--- src/rtl/alu_mult_unit_if.sv ---
`default_nettype none
// ============================================================================
//  Module      : alu_mult_unit_if
//  Description : Handshake and data bundle between the control unit / operand
//                path and the sequential multiplier.
//                master : drives start, signed_mode, operand1, operand2
//                slave  : drives result, result_full, overflow, busy, done
//  Revision    : 1.0 - initial release
// ============================================================================
interface alu_mult_unit_if #(
    parameter int WIDTH = 8
);
    logic                   start;        // request, sampled only while idle
    logic                   signed_mode;  // 1 = two's-complement operands
    logic [WIDTH-1:0]       operand1;     // multiplicand
    logic [WIDTH-1:0]       operand2;     // multiplier
    logic [WIDTH-1:0]       result;       // low half of the product
    logic [2*WIDTH-1:0]     result_full;  // full product
    logic                   overflow;     // product does not fit in WIDTH bits
    logic                   busy;         // operation in flight
    logic                   done;         // one-cycle completion pulse

    modport master (
        output start, signed_mode, operand1, operand2,
        input  result, result_full, overflow, busy, done
    );

    modport slave (
        input  start, signed_mode, operand1, operand2,
        output result, result_full, overflow, busy, done
    );
endinterface
`default_nettype wire

--- src/rtl/alu_mult_unit.sv ---
`default_nettype none
// ============================================================================
//  Module      : alu_mult_unit
//  Description : Sequential WIDTH x WIDTH shift-add multiplier. Operands are
//                reduced to magnitudes on acceptance, multiplied LSB-first one
//                bit per cycle, and the sign is restored in a final fix-up
//                cycle.
//  Ports       : clk    - rising-edge clock
//                rst_n  - asynchronous active-low reset
//                bus    - alu_mult_unit_if.slave (start/signed_mode/operands
//                         in; result/result_full/overflow/busy/done out)
//  Revision    : 1.0 - initial release
// ============================================================================
module alu_mult_unit #(
    parameter int WIDTH = 8
) (
    input  wire logic        clk,
    input  wire logic        rst_n,
    alu_mult_unit_if.slave   bus
);

    // Counter must be able to hold 0..WIDTH.
    localparam int c_CNT_W = $clog2(WIDTH + 1);
    localparam logic [c_CNT_W-1:0] c_LAST = c_CNT_W'(WIDTH - 1);

    typedef enum logic [1:0] {
        S_IDLE = 2'd0,
        S_CALC = 2'd1,
        S_FIX  = 2'd2
    } state_t;

    state_t                 r_state;
    state_t                 w_state_nxt;
    logic                   w_accept;

    logic [WIDTH-1:0]       r_mag1;
    logic [WIDTH-1:0]       r_mag2;
    logic                   r_neg;
    logic                   r_signed;
    logic [2*WIDTH-1:0]     r_acc;
    logic [c_CNT_W-1:0]     r_count;
    logic [WIDTH-1:0]       r_result;
    logic [2*WIDTH-1:0]     r_result_full;
    logic                   r_overflow;
    logic                   r_busy;
    logic                   r_done;

    logic [WIDTH-1:0]       w_mag1_in;
    logic [WIDTH-1:0]       w_mag2_in;
    logic [2*WIDTH-1:0]     w_addend;
    logic [2*WIDTH-1:0]     w_full;
    logic                   w_overflow;

    // Magnitude of each operand. 0x80 maps onto itself, which read unsigned
    // is exactly 128, so the most negative value needs no special case.
    assign w_mag1_in = (bus.signed_mode && bus.operand1[WIDTH-1]) ?
                       (~bus.operand1 + 1'b1) : bus.operand1;
    assign w_mag2_in = (bus.signed_mode && bus.operand2[WIDTH-1]) ?
                       (~bus.operand2 + 1'b1) : bus.operand2;

    // Partial product for the current multiplier bit.
    assign w_addend = {{WIDTH{1'b0}}, r_mag1} << r_count;

    // Sign correction and overflow classification of the finished product.
    assign w_full = r_neg ? (~r_acc + 1'b1) : r_acc;

    always_comb begin
        w_overflow = 1'b0;
        if (r_signed) begin
            w_overflow = (w_full != {{WIDTH{w_full[WIDTH-1]}}, w_full[WIDTH-1:0]});
        end else begin
            w_overflow = |w_full[2*WIDTH-1:WIDTH];
        end
    end

    // ------------------------------------------------------------------
    // State register
    // ------------------------------------------------------------------
    always_ff @(posedge clk or negedge rst_n) begin
        if (!rst_n) begin
            r_state <= S_IDLE;
        end else begin
            r_state <= w_state_nxt;
        end
    end

    // ------------------------------------------------------------------
    // Next-state logic
    // ------------------------------------------------------------------
    always_comb begin
        w_state_nxt = r_state;
        w_accept    = 1'b0;
        case (r_state)
            S_IDLE: begin
                if (bus.start) begin
                    w_state_nxt = S_CALC;
                    w_accept    = 1'b1;
                end
            end
            S_CALC: begin
                // The step taken with count == WIDTH-1 is the last one.
                if (r_count == c_LAST) begin
                    w_state_nxt = S_FIX;
                end
            end
            S_FIX: begin
                w_state_nxt = S_IDLE;
            end
            default: begin
                w_state_nxt = S_IDLE;
            end
        endcase
    end

    // ------------------------------------------------------------------
    // Datapath and registered outputs
    // ------------------------------------------------------------------
    always_ff @(posedge clk or negedge rst_n) begin
        if (!rst_n) begin
            r_mag1        <= '0;
            r_mag2        <= '0;
            r_neg         <= 1'b0;
            r_signed      <= 1'b0;
            r_acc         <= '0;
            r_count       <= '0;
            r_result      <= '0;
            r_result_full <= '0;
            r_overflow    <= 1'b0;
            r_busy        <= 1'b0;
            r_done        <= 1'b0;
        end else begin
            case (r_state)
                S_IDLE: begin
                    // DONE lasts one cycle; a start in that same cycle is
                    // accepted here and also clears it.
                    r_done <= 1'b0;
                    if (w_accept) begin
                        r_mag1   <= w_mag1_in;
                        r_mag2   <= w_mag2_in;
                        r_neg    <= bus.signed_mode &
                                    (bus.operand1[WIDTH-1] ^ bus.operand2[WIDTH-1]);
                        r_signed <= bus.signed_mode;
                        r_acc    <= '0;
                        r_count  <= '0;
                        r_busy   <= 1'b1;
                    end
                end
                S_CALC: begin
                    if (r_mag2[0]) begin
                        r_acc <= r_acc + w_addend;
                    end
                    r_mag2  <= r_mag2 >> 1;
                    r_count <= r_count + 1'b1;
                end
                S_FIX: begin
                    r_result_full <= w_full;
                    r_result      <= w_full[WIDTH-1:0];
                    r_overflow    <= w_overflow;
                    r_busy        <= 1'b0;
                    r_done        <= 1'b1;
                end
                default: begin
                    r_busy <= 1'b0;
                    r_done <= 1'b0;
                end
            endcase
        end
    end

    assign bus.result      = r_result;
    assign bus.result_full = r_result_full;
    assign bus.overflow    = r_overflow;
    assign bus.busy        = r_busy;
    assign bus.done        = r_done;

endmodule
`default_nettype wire

--- src/flat_wrapper.sv ---
// flat-port wrapper written by rule: the top's interface ports become plain ports
module alu_mult_unit_flat 
#(
    parameter int WIDTH = 8
)
  (clk, rst_n, bus_start, bus_signed_mode, bus_operand1, bus_operand2, bus_result, bus_result_full, bus_overflow, bus_busy, bus_done);
  alu_mult_unit_if #(.WIDTH(WIDTH)) bus_i ();
  input  wire logic clk;
  input  wire logic rst_n;
  input wire logic [$bits(bus_i.start)-1:0] bus_start;
  input wire logic [$bits(bus_i.signed_mode)-1:0] bus_signed_mode;
  input wire logic [$bits(bus_i.operand1)-1:0] bus_operand1;
  input wire logic [$bits(bus_i.operand2)-1:0] bus_operand2;
  output wire logic [$bits(bus_i.result)-1:0] bus_result;
  output wire logic [$bits(bus_i.result_full)-1:0] bus_result_full;
  output wire logic [$bits(bus_i.overflow)-1:0] bus_overflow;
  output wire logic [$bits(bus_i.busy)-1:0] bus_busy;
  output wire logic [$bits(bus_i.done)-1:0] bus_done;
  assign bus_i.start = bus_start;
  assign bus_i.signed_mode = bus_signed_mode;
  assign bus_i.operand1 = bus_operand1;
  assign bus_i.operand2 = bus_operand2;
  assign bus_result = bus_i.result;
  assign bus_result_full = bus_i.result_full;
  assign bus_overflow = bus_i.overflow;
  assign bus_busy = bus_i.busy;
  assign bus_done = bus_i.done;
  alu_mult_unit #(.WIDTH(WIDTH)) u_core (.clk(clk), .rst_n(rst_n), .bus(bus_i));
endmodule
--- config.mk ---
export PLATFORM = sky130hd
export DESIGN_NAME = alu_mult_unit_flat
export DESIGN_NICKNAME = d
export VERILOG_FILES = /design/src/rtl/alu_mult_unit_if.sv /design/src/rtl/alu_mult_unit.sv /design/src/flat_wrapper.sv
export SDC_FILE = /design/constraint.sdc
export NUM_CORES = 1
export LEC_CHECK = 0
export BUFFER_PORTS_ARGS = -buffer_cell sky130_fd_sc_hd__buf_2
export CORE_MARGIN = 5
export CORE_UTILIZATION = 50
export DETAILED_ROUTE_END_ITERATION = 12
export PLACE_DENSITY = 0.72
export SLEW_MARGIN = 25
export SYNTH_ARGS = -nofsm -noshare
export SYNTH_HDL_FRONTEND = slang
export SYNTH_SLANG_ARGS = --single-unit
--- constraint.sdc ---
create_clock -name clk -period 3.2 [get_ports clk]
set_input_delay 0.32 -clock clk [delete_from_list [all_inputs] [get_ports clk]]
set_output_delay 0.32 -clock clk [all_outputs]
set_load 0.01 [all_outputs]
Yosys cells after proc, flatten, opt, wreduce, memory -nomap -nowiden
Cells that the tools add are included.
{"block": "word_totals", "reg_bits": 67, "latchBits": 0, "ram_bits": 0, "romBits": 0, "inputBits": 20, "output_inout_bits": 27, "n_memories": 0}
{"block": "classes", "addsub": 5, "mul": 0, "div_mod_pow": 0, "magnitude_cmp": 0, "eq_ne": 8, "shifts": 1, "mux": 19, "bitwise": 6, "reduce_logical": 10}
{"cell": "16-bit 2-to-1 mux", "n": 3}
{"cell": "16-bit one-hot mux with 2 select lines", "n": 1}
{"cell": "8-bit 2-to-1 mux", "n": 3}
{"cell": "16-bit by 1-bit adder with 16-bit output, second input constant", "n": 1}
{"cell": "16-bit adder", "n": 1}
{"cell": "8-bit by 1-bit adder with 8-bit output, second input constant", "n": 2}
{"cell": "16-bit NOT", "n": 1}
{"cell": "8-bit NOT", "n": 2}
{"cell": "8-bit one-hot mux with 2 select lines", "n": 1}
{"cell": "8-bit by 4-bit << shifter with 16-bit output", "n": 1}
{"cell": "8-bit != test", "n": 1}
{"cell": "4-bit one-hot mux with 2 select lines", "n": 1}
{"cell": "2-bit AND reduction", "n": 4}
{"cell": "8-bit OR reduction", "n": 1}
{"cell": "2-bit by 1-bit != test with 1-bit output, second input constant", "n": 3}
{"cell": "4-bit by 1-bit adder with 4-bit output, second input constant", "n": 1}
{"cell": "4-bit by 3-bit == test with 1-bit output, second input constant", "n": 1}
{"cell": "1-bit 2-to-1 mux", "n": 4}
{"cell": "2-bit 2-to-1 mux", "n": 2}
{"cell": "4-bit 2-to-1 mux", "n": 1}
{"cell": "1-bit one-hot mux with 2 select lines", "n": 2}
{"cell": "2-bit one-hot mux with 2 select lines", "n": 1}
{"cell": "3-bit AND reduction", "n": 1}
{"cell": "2-bit by 1-bit == test with 1-bit output, second input constant", "n": 1}
{"cell": "other kinds (8)", "n": 9}

Logic depth before layout (Yosys ltp)
Gate-level depths: netlist of run 1.
{"block": "depth", "depth_word": 5, "ltp_mapped": 16}

Least setup slack after synthesis of run 1
OpenSTA, ideal clock, no wires.
{"block": "synth_path", "path_type": "register to register", "startpoint": "register u_core.r_count[1]", "endpoint": "register u_core.r_acc[15]", "setup_time_ns": 0.127, "t_arrival_ns": 3.000, "required_time_ns": 3.073, "setup_slack_ns": 0.073, "stages_incl_launch_ff": 13, "n_path_buf": 1, "synth_period_minus_slack_ns": 3.127, "path_cell_list": "dfrtp_1 buf_6 mux2_4 mux4_2 nor2b_1 ha_1 nand2_1 o21ai_1 nor4b_1 a211oi_1 o41a_2 a31oi_1 mux2i_1"}
{"block": "synth_between", "elab_chain_len": 4}
{"element": "from (decl)", "line": "alu_mult_unit.sv:41", "text": "logic [c_CNT_W-1:0] r_count;"}
{"element": "from (signal assigned)", "line": "alu_mult_unit.sv:153", "text": "r_count <= r_count + 1'b1;"}
{"element": "8-bit by 4-bit << shifter with 16-bit output", "line": "alu_mult_unit.sv:62", "text": "assign w_addend = {{WIDTH{1'b0}}, r_mag1} << r_count;"}
{"element": "16-bit adder", "line": "alu_mult_unit.sv:150", "text": "r_acc <= r_acc + w_addend;"}
{"element": "16-bit 2-to-1 mux", "line": "alu_mult_unit.sv:149", "text": "if (r_mag2[0]) begin"}
{"element": "16-bit one-hot mux with 2 select lines", "line": "alu_mult_unit.sv:132", "text": "case (r_state)"}
{"element": "to (signal assigned)", "line": "alu_mult_unit.sv:150"}
{"element": "to (decl)", "line": "alu_mult_unit.sv:40", "text": "logic [2*WIDTH-1:0] r_acc;"}
No other way between the ends. The select of a mux whose other input is x is not followed.
A chain may end at the register's enable or synchronous reset.

Worst setup path after layout of run 1
Same ends and word-level chain as after synthesis.

==> metrics.yaml, run 1 <==
clocking:
  clockBufferDepth: 2
  clk_pin_slew_ns: 0.07
  cts_tree: "built"
  clock_latency_ns: 0.34
  root_buffer: "clkbuf_8"
  htreeDepth: 3
  numCtsBuffers: 9
  cts_sinks: 59
synthesis:
  yosysMostFrequentCell: "nand2_1"
  synthCells: 525
  ys_top_cells_by_count: "nand2_1 (90), dfrtp_1 (59), o21ai_0 (50)"
  ys_seq_area_share_pct: 34.5
  synth_seq_cells: 59
  synth.net_count: 565
  async_reset_ff_share_pct: 100
  synth_cell_type_count: 57
  yosys.area.top_type: "dfrtp_1"
  yosys_warnings: 0
  syn_avg_cell_area_um2: 8.15
  syn_area_um2: 4280
  synth_edf_count: 0
  synth_top_flop_cell: "dfrtp_1"
  synth_area_leaders: "dfrtp_1 (34%), nand2_1 (7.9%), o21ai_0 (5.8%)"
  synth.top_cell.area_share_pct: 34.5
drt:
  drt-pass1-iter-count: 5
  antenna_left: 0
  top_layer: "met4"
  finalWirelength_mm: 10.0
  dr_wl_met3_um: 492
  wl_per_cell_um: 14.9
  wl_met1_mm: 4.44
  met2_length_mm: 4.94
  vias_per_cell: 5.72
  vias: 3867
  dr.first_iter.drc_count: 204
  drc: 0
flow_run:
  cap_violations: 0
sta:
  relSlewSlack_pct: 40.0
  fin_skew_ns: 0.00955
  rsz0062_at_grt: "yes"
  finalCritPeriodShare_pct: 97.9
  max_freq_mhz: 319
  finalSetupTns_ns: 0
  hold_viol: 0
  holdWs_ns: 0.0579
  maxSlewViolCount: 0
  final-setup-viol-count: 0
  finalCriticalPeriod_ns: 3.13
  max_slew.worst_pin.slew_ns: 0.898
place:
  dp.cells: 659
  place_hpwl_mm: 7.56
  gp_congestion: 0.917
  io_buffers: 46
  postPlaceCellArea_um2: 4620
die:
  die_w_um: 103
  rows: 33
  dieArea_um2: 10500
  io-pin-count: 47
  start_util_pct: 51.6
  die_y_um: 103
  design.core.area_um2: 8300
outcome:
  status: "finished, final reports clean"
power:
  ir_drop_uv: 443
  power.density_nw_per_um2: 1170
  p_leak_uw: 0.00221
final_layout:
  layout.nets: 607
  fin_util_pct: 58.9
  drive_above_1_share_pct: 18.7
  antenna_cells: 0
  area_growth_pct: 14.2
  postLayoutCellArea_um2: 4890
  final_cells: 676
hold_path:
  holdCritPathClass: "input port to asynchronous set/reset pin"
worst_setup_path:
  cp_data_arrival_time_ns: 3.35
  critPathMaxStageDelay_ns: 0.50
  crit_required_ns: 3.42
  worst-path-buf-inv: 0
  crit_chain: "mux2_4, mux4_2, nor2b_1, ha_1, nand2_1, o21ai_4, nor4b_4, a211oi_2, o41a_2, a31oi_1, mux2i_1"
  cp-start-kind: "register"
  endpoint_kind: "register"
  r2r-start: "u_core.r_count[1]"
  criticalPathCategory: "register to register"
  worstSetupStartpoint: "u_core.r_count[1]"
  r2r_setup_slack_ns: 0.07
  critical_path.top_delay_family: "multiplexers"
  crit_fanout: 7
  crit_slowest_cell: "mux4_2"
global_routing:
  gr-total-overflow: 0
  grt_max_degree: 36
  grt_pass1_vias: 3730
  antenna_found_initial: 0
  grt_pass1_wl_mm: 17.3
  track_usage_pct: 20.5
-- final timing paths --
| kind | to | depth (start not counted) |
|---|---|---|
| setup / recovery | u_core.r_acc[15] | 11 |
| hold / removal | u_core.bus.result_full[6] | 1 |
| setup reg to reg | u_core.r_acc[15] | 11 |
| hold reg to reg | u_core.bus.overflow | 2 |
| max in group asynchronous | u_core.r_count[1] | 2 |
| min in group clk | u_core.r_mag1[7] | 3 |
-- timing repair --
item	in CTS	in global routing
hold buffers	0	0
hold endpoints to repair	0	0
setup buffers	0	2
setup endpoints to repair	2	5
resized for setup	3	14
pin swaps	0	5
-- sequential cells by signal, indices dropped and copies added (netlist names) --
| name | cells |
|---|---|
| u_core.bus.result_full | 16 |
| u_core.r_acc | 16 |
| u_core.r_mag1 | 8 |
| u_core.r_mag2 | 8 |
| u_core.r_count | 4 |
| u_core.r_state | 2 |
| u_core.bus.busy | 1 |
| u_core.bus.done | 1 |
| u_core.bus.overflow | 1 |
| u_core.r_neg | 1 |
| u_core.r_signed | 1 |
-- layout make-up --
type	instances	area, um2
Sequential cell	59	1480
Fill cell	757	3410
Clock buffer	11	141
Inverter	17	63.8
Tap cell	105	131
Timing Repair Buffer	69	403
Multi-Input combinational cell	411	2620
Clock inverter	4	51.3
-- logic make-up (layout without fill, tap and decap cells) --
family                     count (synthesis)  after routing  synth area share [%]
buffers and inverters                     55            101                  5.76
muxes                                     19             19                  5.20
adders and majority gates                 20             20                  6.02
DFF                                       59             59                  34.5
and+or+nand+nor                          186            186                  20.1
xor gates and xnor gates                  37             37                  7.57
AOI/OAI and AO/OA                        149            149                  20.9
-- routing by layer --
layer / GRT usage [%] / vias up
li1: - / 1940
met1: 26.4 / 1816
met2: 34.8 / 95
met3: 3.25 / 16
met4: 7.16 / 0
met5: 0 / -
-- report_power, final --
part / internal (uW) / switching (uW) / total [uW] / leakage [uW]
Clock: 377 / 304 / 680 / 0.0000954
Combinational: 1610 / 1880 / 3490 / 0.00140
Sequential: 1090 / 480 / 1570 / 0.000710
-- through the flow --
stage	power, uW	setup WS, ns
2_1_floorplan	3920	0.0732
3_3_place_gp	4740	0.0259
3_5_place_dp	4850	-0.0928
4_1_cts	5570	0.0140
5_1_grt	6260	-0.0651
6_report	5730	0.0687
-- cells in the final DEF (no fill, tap or decap), drive strengths merged, types with 11 or more instances in the layout --
cell type and instances:
xor2 25, inv 17, o22ai 19, nor2b 11
dfrtp 59, o21ai 59, buf 69, mux2i 11
nor3 15, clkbuf 11, ha 19, nand2 90
nand3 14, nor2 29, a21oi 27, xnor2 12
-- worst register-to-register path, cell delays in order, from the launching register on --
cell and delay (ns):
dfrtp_2 0.47, mux2_4 0.33, mux4_2 0.50, nor2b_1 0.16
ha_1 0.33, nand2_1 0.12, o21ai_4 0.08, nor4b_4 0.30
a211oi_2 0.08, o41a_2 0.40, a31oi_1 0.17, mux2i_1 0.09
Power figures use the tool's default switching activity.
==> inputs of run 2 (changes only) <==
--- a/config.mk
+++ b/config.mk
@@ -9,7 +9,7 @@
 export CORE_MARGIN = 5
 export CORE_UTILIZATION = 50
 export DETAILED_ROUTE_END_ITERATION = 12
-export PLACE_DENSITY = 0.72
+export PLACE_DENSITY = 0.76
 export SLEW_MARGIN = 25
 export SYNTH_ARGS = -nofsm -noshare
 export SYNTH_HDL_FRONTEND = slang
==> metrics.yaml, run 2 (synthesized netlist as in run 1, its figures left out) <==
worst_setup_path:
  endpoint_kind: "register"
  crit_required_ns: 3.43
  critPathMaxStageDelay_ns: 0.50
  cp_data_arrival_time_ns: 3.36
  crit_chain: "mux2_4, mux4_2, nor2b_1, ha_2, buf_4, buf_4, a2111oi_4, buf_4, a211o_1, a21oi_2, mux2i_1, nand2_1"
  r2r_setup_slack_ns: 0.07
  cp-start-kind: "register"
  crit_fanout: 6
  crit_slowest_cell: "mux4_2"
  criticalPathCategory: "register to register"
  crit_path_frequent_cell: "buf_4"
outcome:
  status: "finished, final reports clean"
die:
  io-pin-count: 47
  die_y_um: 103
  die_w_um: 103
  rows: 33
  design.core.area_um2: 8300
  start_util_pct: 51.6
  dieArea_um2: 10500
flow_run:
  cap_violations: 0
place:
  postPlaceCellArea_um2: 4630
  place_hpwl_mm: 7.61
  gp_congestion: 0.937
  io_buffers: 46
  dp.cells: 661
power:
  p_leak_uw: 0.00223
  internal-power_uw: 3170
  ir_drop_uv: 582
  power.density_nw_per_um2: 1180
  total_power_uw: 5890
  p_sw_uw: 2720
  p_comb_share_pct: 61.5
  seq_power_share_pct: 26.9
  p_sw_share_pct: 46.2
  clockPowerShare_pct: 11.7
final_layout:
  mostFrequentLayoutCells: "nand2_1 (88), dfrtp_1 (57), buf_2 (46)"
  layout.nets: 612
  final_cells: 681
  postLayoutCellArea_um2: 4970
  antenna_cells: 0
  drive_above_1_share_pct: 20.5
  area_growth_pct: 16.0
  fill_cells: 722
  fin_util_pct: 59.9
  final_common_cell: "nand2_1"
drt:
  dr.first_iter.drc_count: 167
  drt-pass1-iter-count: 4
  finalWirelength_mm: 10.2
  wl_per_cell_um: 15.0
  antenna_left: 0
  drc: 0
  vias: 3945
  vias_per_cell: 5.79
sta:
  relSlewSlack_pct: 39.1
  max_slew.worst_pin.slew_ns: 0.912
  holdWs_ns: 0.0611
  finalCritPeriodShare_pct: 97.9
  fin_skew_ns: 0.0147
  rsz0062_at_grt: "yes"
  maxSlewViolCount: 0
  max_freq_mhz: 319
  finalCriticalPeriod_ns: 3.13
  hold_viol: 0
  final-setup-viol-count: 0
clocking:
  clock_latency_ns: 0.35
  clockBufferDepth: 2
  clk_pin_slew_ns: 0.08
  ctsHoldBuffers: 0
  numCtsBuffers: 9
  htreeDepth: 3
  cts_tree: "built"
  root_buffer: "clkbuf_8"
  cts_sinks: 59
global_routing:
  track_usage_pct: 20.2
  grt_pass1_vias: 3705
  grt_max_degree: 36
  gr-total-overflow: 0
  grt_pass1_wl_mm: 17.0
  antenna_found_initial: 0
hold_path:
  holdCritPathClass: "input port to asynchronous set/reset pin"
-- run 2: cell count changes in the layout (fill, tap and decap cells not counted), sizes merged --
cell / before / now
buf: 69 / 74
-- run 2: what timing repair did --
item,4_1_cts,5_1_grt
gates cloned,0,0
setup endpoints to repair,1,5
gates resized for setup,11,18
pin swaps,3,6
buffers inserted,4,1
-- run 2: final cells by class --
| class | instances | area, um2 | share of cell area (%) |
|---|---|---|---|
| clock inverter | 4 | 51.3 | 1.03 |
| inverter | 17 | 63.8 | 1.28 |
| sequential | 59 | 1480 | 29.8 |
| clock buffer | 11 | 141 | 2.85 |
| timing repair buffer | 74 | 444 | 8.94 |
| tap | 105 | 131 | 2.64 |
| multi-input combinational | 411 | 2660 | 53.5 |
-- run 2: worst max-delay path: cells and delay by family (launching register included) --
kind,cells,cell delay (ns)
mux,3,1.03
flops,1,0.46
buf+inv,3,0.37
compound gates,3,0.56
fa+ha+maj,1,0.36
simple gates,2,0.23
-- run 2: path summary, 6_finish.rpt --
check,depth (start not counted),startpoint,endpoint
max,12,u_core.r_count[1],u_core.r_acc[14]
min,1,rst_n,u_core.bus.result_full[0]
max reg2reg,12,u_core.r_count[1],u_core.r_acc[14]
min reg2reg,2,u_core.bus.done,u_core.bus.done
max in group asynchronous,2,rst_n,u_core.r_count[0]
min in group clk,3,bus_operand1[7],u_core.r_mag1[7]
-- run 2: power groups by stage --
stage | registers, uW | logic, uW | clock network [uW]
after floorplan | 1390 | 2540 | 0
after global placement | 1540 | 3180 | 0
after detailed placement | 1570 | 3280 | 0
after CTS | 1560 | 3440 | 703
after global routing | 1640 | 4020 | 736
final | 1580 | 3620 | 687
-- run 2: metal layers --
layer	global-route usage, %	up-vias	part of all wire (%)
li1	-	1947	-
met1	25.1	1867	44
met2	34.7	113	49
met3	4.80	18	5.5
met4	6.36	0	2.0
met5	0	-	0
-- run 2: stage by stage --
stage | worst slack (ns) | TNS (ns)
after floorplan | 0.0732 | 0
after global placement | 0.0448 | 0
after detailed placement | -0.0883 | -0.0883
after CTS | -0.00410 | -0.00410
after global routing | -0.0523 | -0.106
final | 0.0680 | 0
==> inputs of run 3 (changes only) <==
--- a/config.mk
+++ b/config.mk
@@ -7,9 +7,9 @@
 export LEC_CHECK = 0
 export BUFFER_PORTS_ARGS = -buffer_cell sky130_fd_sc_hd__buf_2
 export CORE_MARGIN = 5
-export CORE_UTILIZATION = 50
+export CORE_UTILIZATION = 54
 export DETAILED_ROUTE_END_ITERATION = 12
-export PLACE_DENSITY = 0.76
+export PLACE_DENSITY = 0.81
 export SLEW_MARGIN = 25
 export SYNTH_ARGS = -nofsm -noshare
 export SYNTH_HDL_FRONTEND = slang
==> metrics.yaml, run 3 (synthesized netlist as in run 1, its figures left out) <==
worst_setup_path:
  crit_fanout: 6
  crit_chain: "buf_6, mux2i_2, nand2_1, o21ai_0, o21ai_1, nor2b_1, ha_1, a21oi_2, o21ai_2, nor4b_2, a211oi_2, o41a_2, a21o_1, mux2i_1"
  cp_data_arrival_time_ns: 3.31
  r2r_end: "u_core.r_acc[15]"
  critPathMaxStageDelay_ns: 0.45
  r2r_setup_slack_ns: 0.15
  cp-start-kind: "register"
  rr_worst_depth: 14
  worstSetupStartpoint: "u_core.r_count[1]"
  crit_slowest_cell: "dfrtp_2"
  criticalPathCategory: "register to register"
  r2r-start: "u_core.r_count[1]"
  endpoint_kind: "register"
  crit_required_ns: 3.46
  cp-endpoint: "u_core.r_acc[15]"
sta:
  hold_viol: 0
  max_slew.worst_pin.slew_ns: 0.939
  fin_skew_ns: 0.0132
  final-setup-viol-count: 0
  finalCritPeriodShare_pct: 95.4
  max_freq_mhz: 328
  maxSlewViolCount: 0
  fin_ws_ns: 0.147
  finalSetupTns_ns: 0
  finalCriticalPeriod_ns: 3.05
  relSlewSlack_pct: 37.3
global_routing:
  gr-total-overflow: 0
  track_usage_pct: 20.4
  grt_max_degree: 35
  antenna_found_initial: 0
  grt_pass1_vias: 3593
  grt_pass1_wl_mm: 16.6
die:
  die_w_um: 99.0
  io-pin-count: 47
  die_y_um: 99.0
  design.core.area_um2: 7730
  rows: 32
  start_util_pct: 55.4
  dieArea_um2: 9810
clocking:
  clock_latency_ns: 0.34
  numCtsBuffers: 9
  root_buffer: "clkbuf_8"
  clk_pin_slew_ns: 0.07
  cts_tree: "built"
  clockBufferDepth: 2
  htreeDepth: 3
  cts_sinks: 59
hold_path:
  hp-start: "bus_operand1[7]"
  hold_depth: 3
  holdCritPathClass: "input port to register"
drt:
  antenna_left: 0
  vias: 3905
  vias_per_cell: 5.77
  finalWirelength_mm: 10.2
  drc: 0
  dr.first_iter.drc_count: 210
  drt-pass1-iter-count: 5
  wl_per_cell_um: 15.0
place:
  place_hpwl_mm: 7.52
  io_buffers: 46
  gp_congestion: 0.981
  pre_cts_slack_ns: -0.107
flow_run:
  cap_violations: 0
final_layout:
  antenna_cells: 0
  fill_cells: 659
  layout.nets: 610
  final_common_cell: "nand2_1"
  area_growth_pct: 15.3
  drive_above_1_share_pct: 19.5
  mostFrequentLayoutCells: "nand2_1 (90), dfrtp_1 (57), o21ai_0 (47)"
power:
  ir_drop_uv: 495
  power.density_nw_per_um2: 1180
  p_leak_uw: 0.00222
outcome:
  status: "finished, final reports clean"
==> run 3: changes by cell type in the layout (fill, tap and decap cells not counted), sizes merged <==
cell | before | now
bufinv | 1 | 2
buf | 74 | 71
dlygate4sd3 | 0 | 1
==> run 3: report_power, final <==
group	total, uW	internal [uW]	switching [uW]
logic	3500	1620	1870
registers	1590	1090	497
clock network	735	436	299
==> run 3: area by class of cell <==
| class | instances | area (um2) | share of cell area (%) |
|---|---|---|---|
| Clock inverter | 5 | 77.6 | 1.57 |
| Timing Repair Buffer | 72 | 432 | 8.75 |
| Inverter | 17 | 63.8 | 1.29 |
| Tap cell | 102 | 128 | 2.59 |
| Sequential cell | 59 | 1480 | 30.0 |
| Multi-Input combinational cell | 411 | 2620 | 53.2 |
| Clock buffer | 11 | 131 | 2.66 |
==> run 3: repair_timing <==
action	CTS	global route
setup endpoints to repair	1	3
hold endpoints to repair	4	0
gates resized for setup	6	14
hold buffers	1	0
setup buffers	0	3
pin swaps	0	7
==> run 3: worst max-delay path, delay by kind of cell, from the launching register on <==
family	cells	cell delay, ns
and+or+nand+nor	3	0.53
DFF	1	0.45
muxes	2	0.37
AOI/OAI and AO/OA	7	1.18
adders and majority gates	1	0.30
buffers and inverters	1	0.15
==> run 3: stage by stage <==
stage / hold slack (ns) / instance area, um2 / std cells / utilization (%) / power (uW)
3_3_place_gp: 0.350 / 4620 / 657 / 59.8 / 4700
4_1_cts: 0.265 / 4860 / 674 / 62.8 / 5630
6_report: 0.278 / 4930 / 677 / 63.9 / 5820
3_5_place_dp: 0.370 / 4620 / 657 / 59.8 / 4840
2_1_floorplan: 0.0244 / 4280 / 525 / - / 3920
5_1_grt: 0.294 / 4930 / 677 / 63.9 / 6290
==> run 3: how the worst min path moves through the flow <==
| stage | endpoint | slack, ns |
|---|---|---|
| finish | u_core.r_mag1[7] | 0.28 |
| detailed placement | u_core.bus.result_full[6] | 0.37 |
| global route | u_core.r_signed | 0.29 |
| global placement | u_core.bus.result_full[7] | 0.35 |
| floorplan | u_core.bus.busy | 0.02 |
| CTS | u_core.r_mag1[7] | 0.27 |
==> run 3: per-layer routing <==
layer  track usage (%)  vias up  part of all wire, %  wire [um]
li1                  -     1939                    -          -
met4              6.09        0                 0.94         96
met2              34.5      110                   50       5050
met1              26.4     1847                   43       4410
met5                 0        -                    0          0
met3              4.18        9                  6.1        626
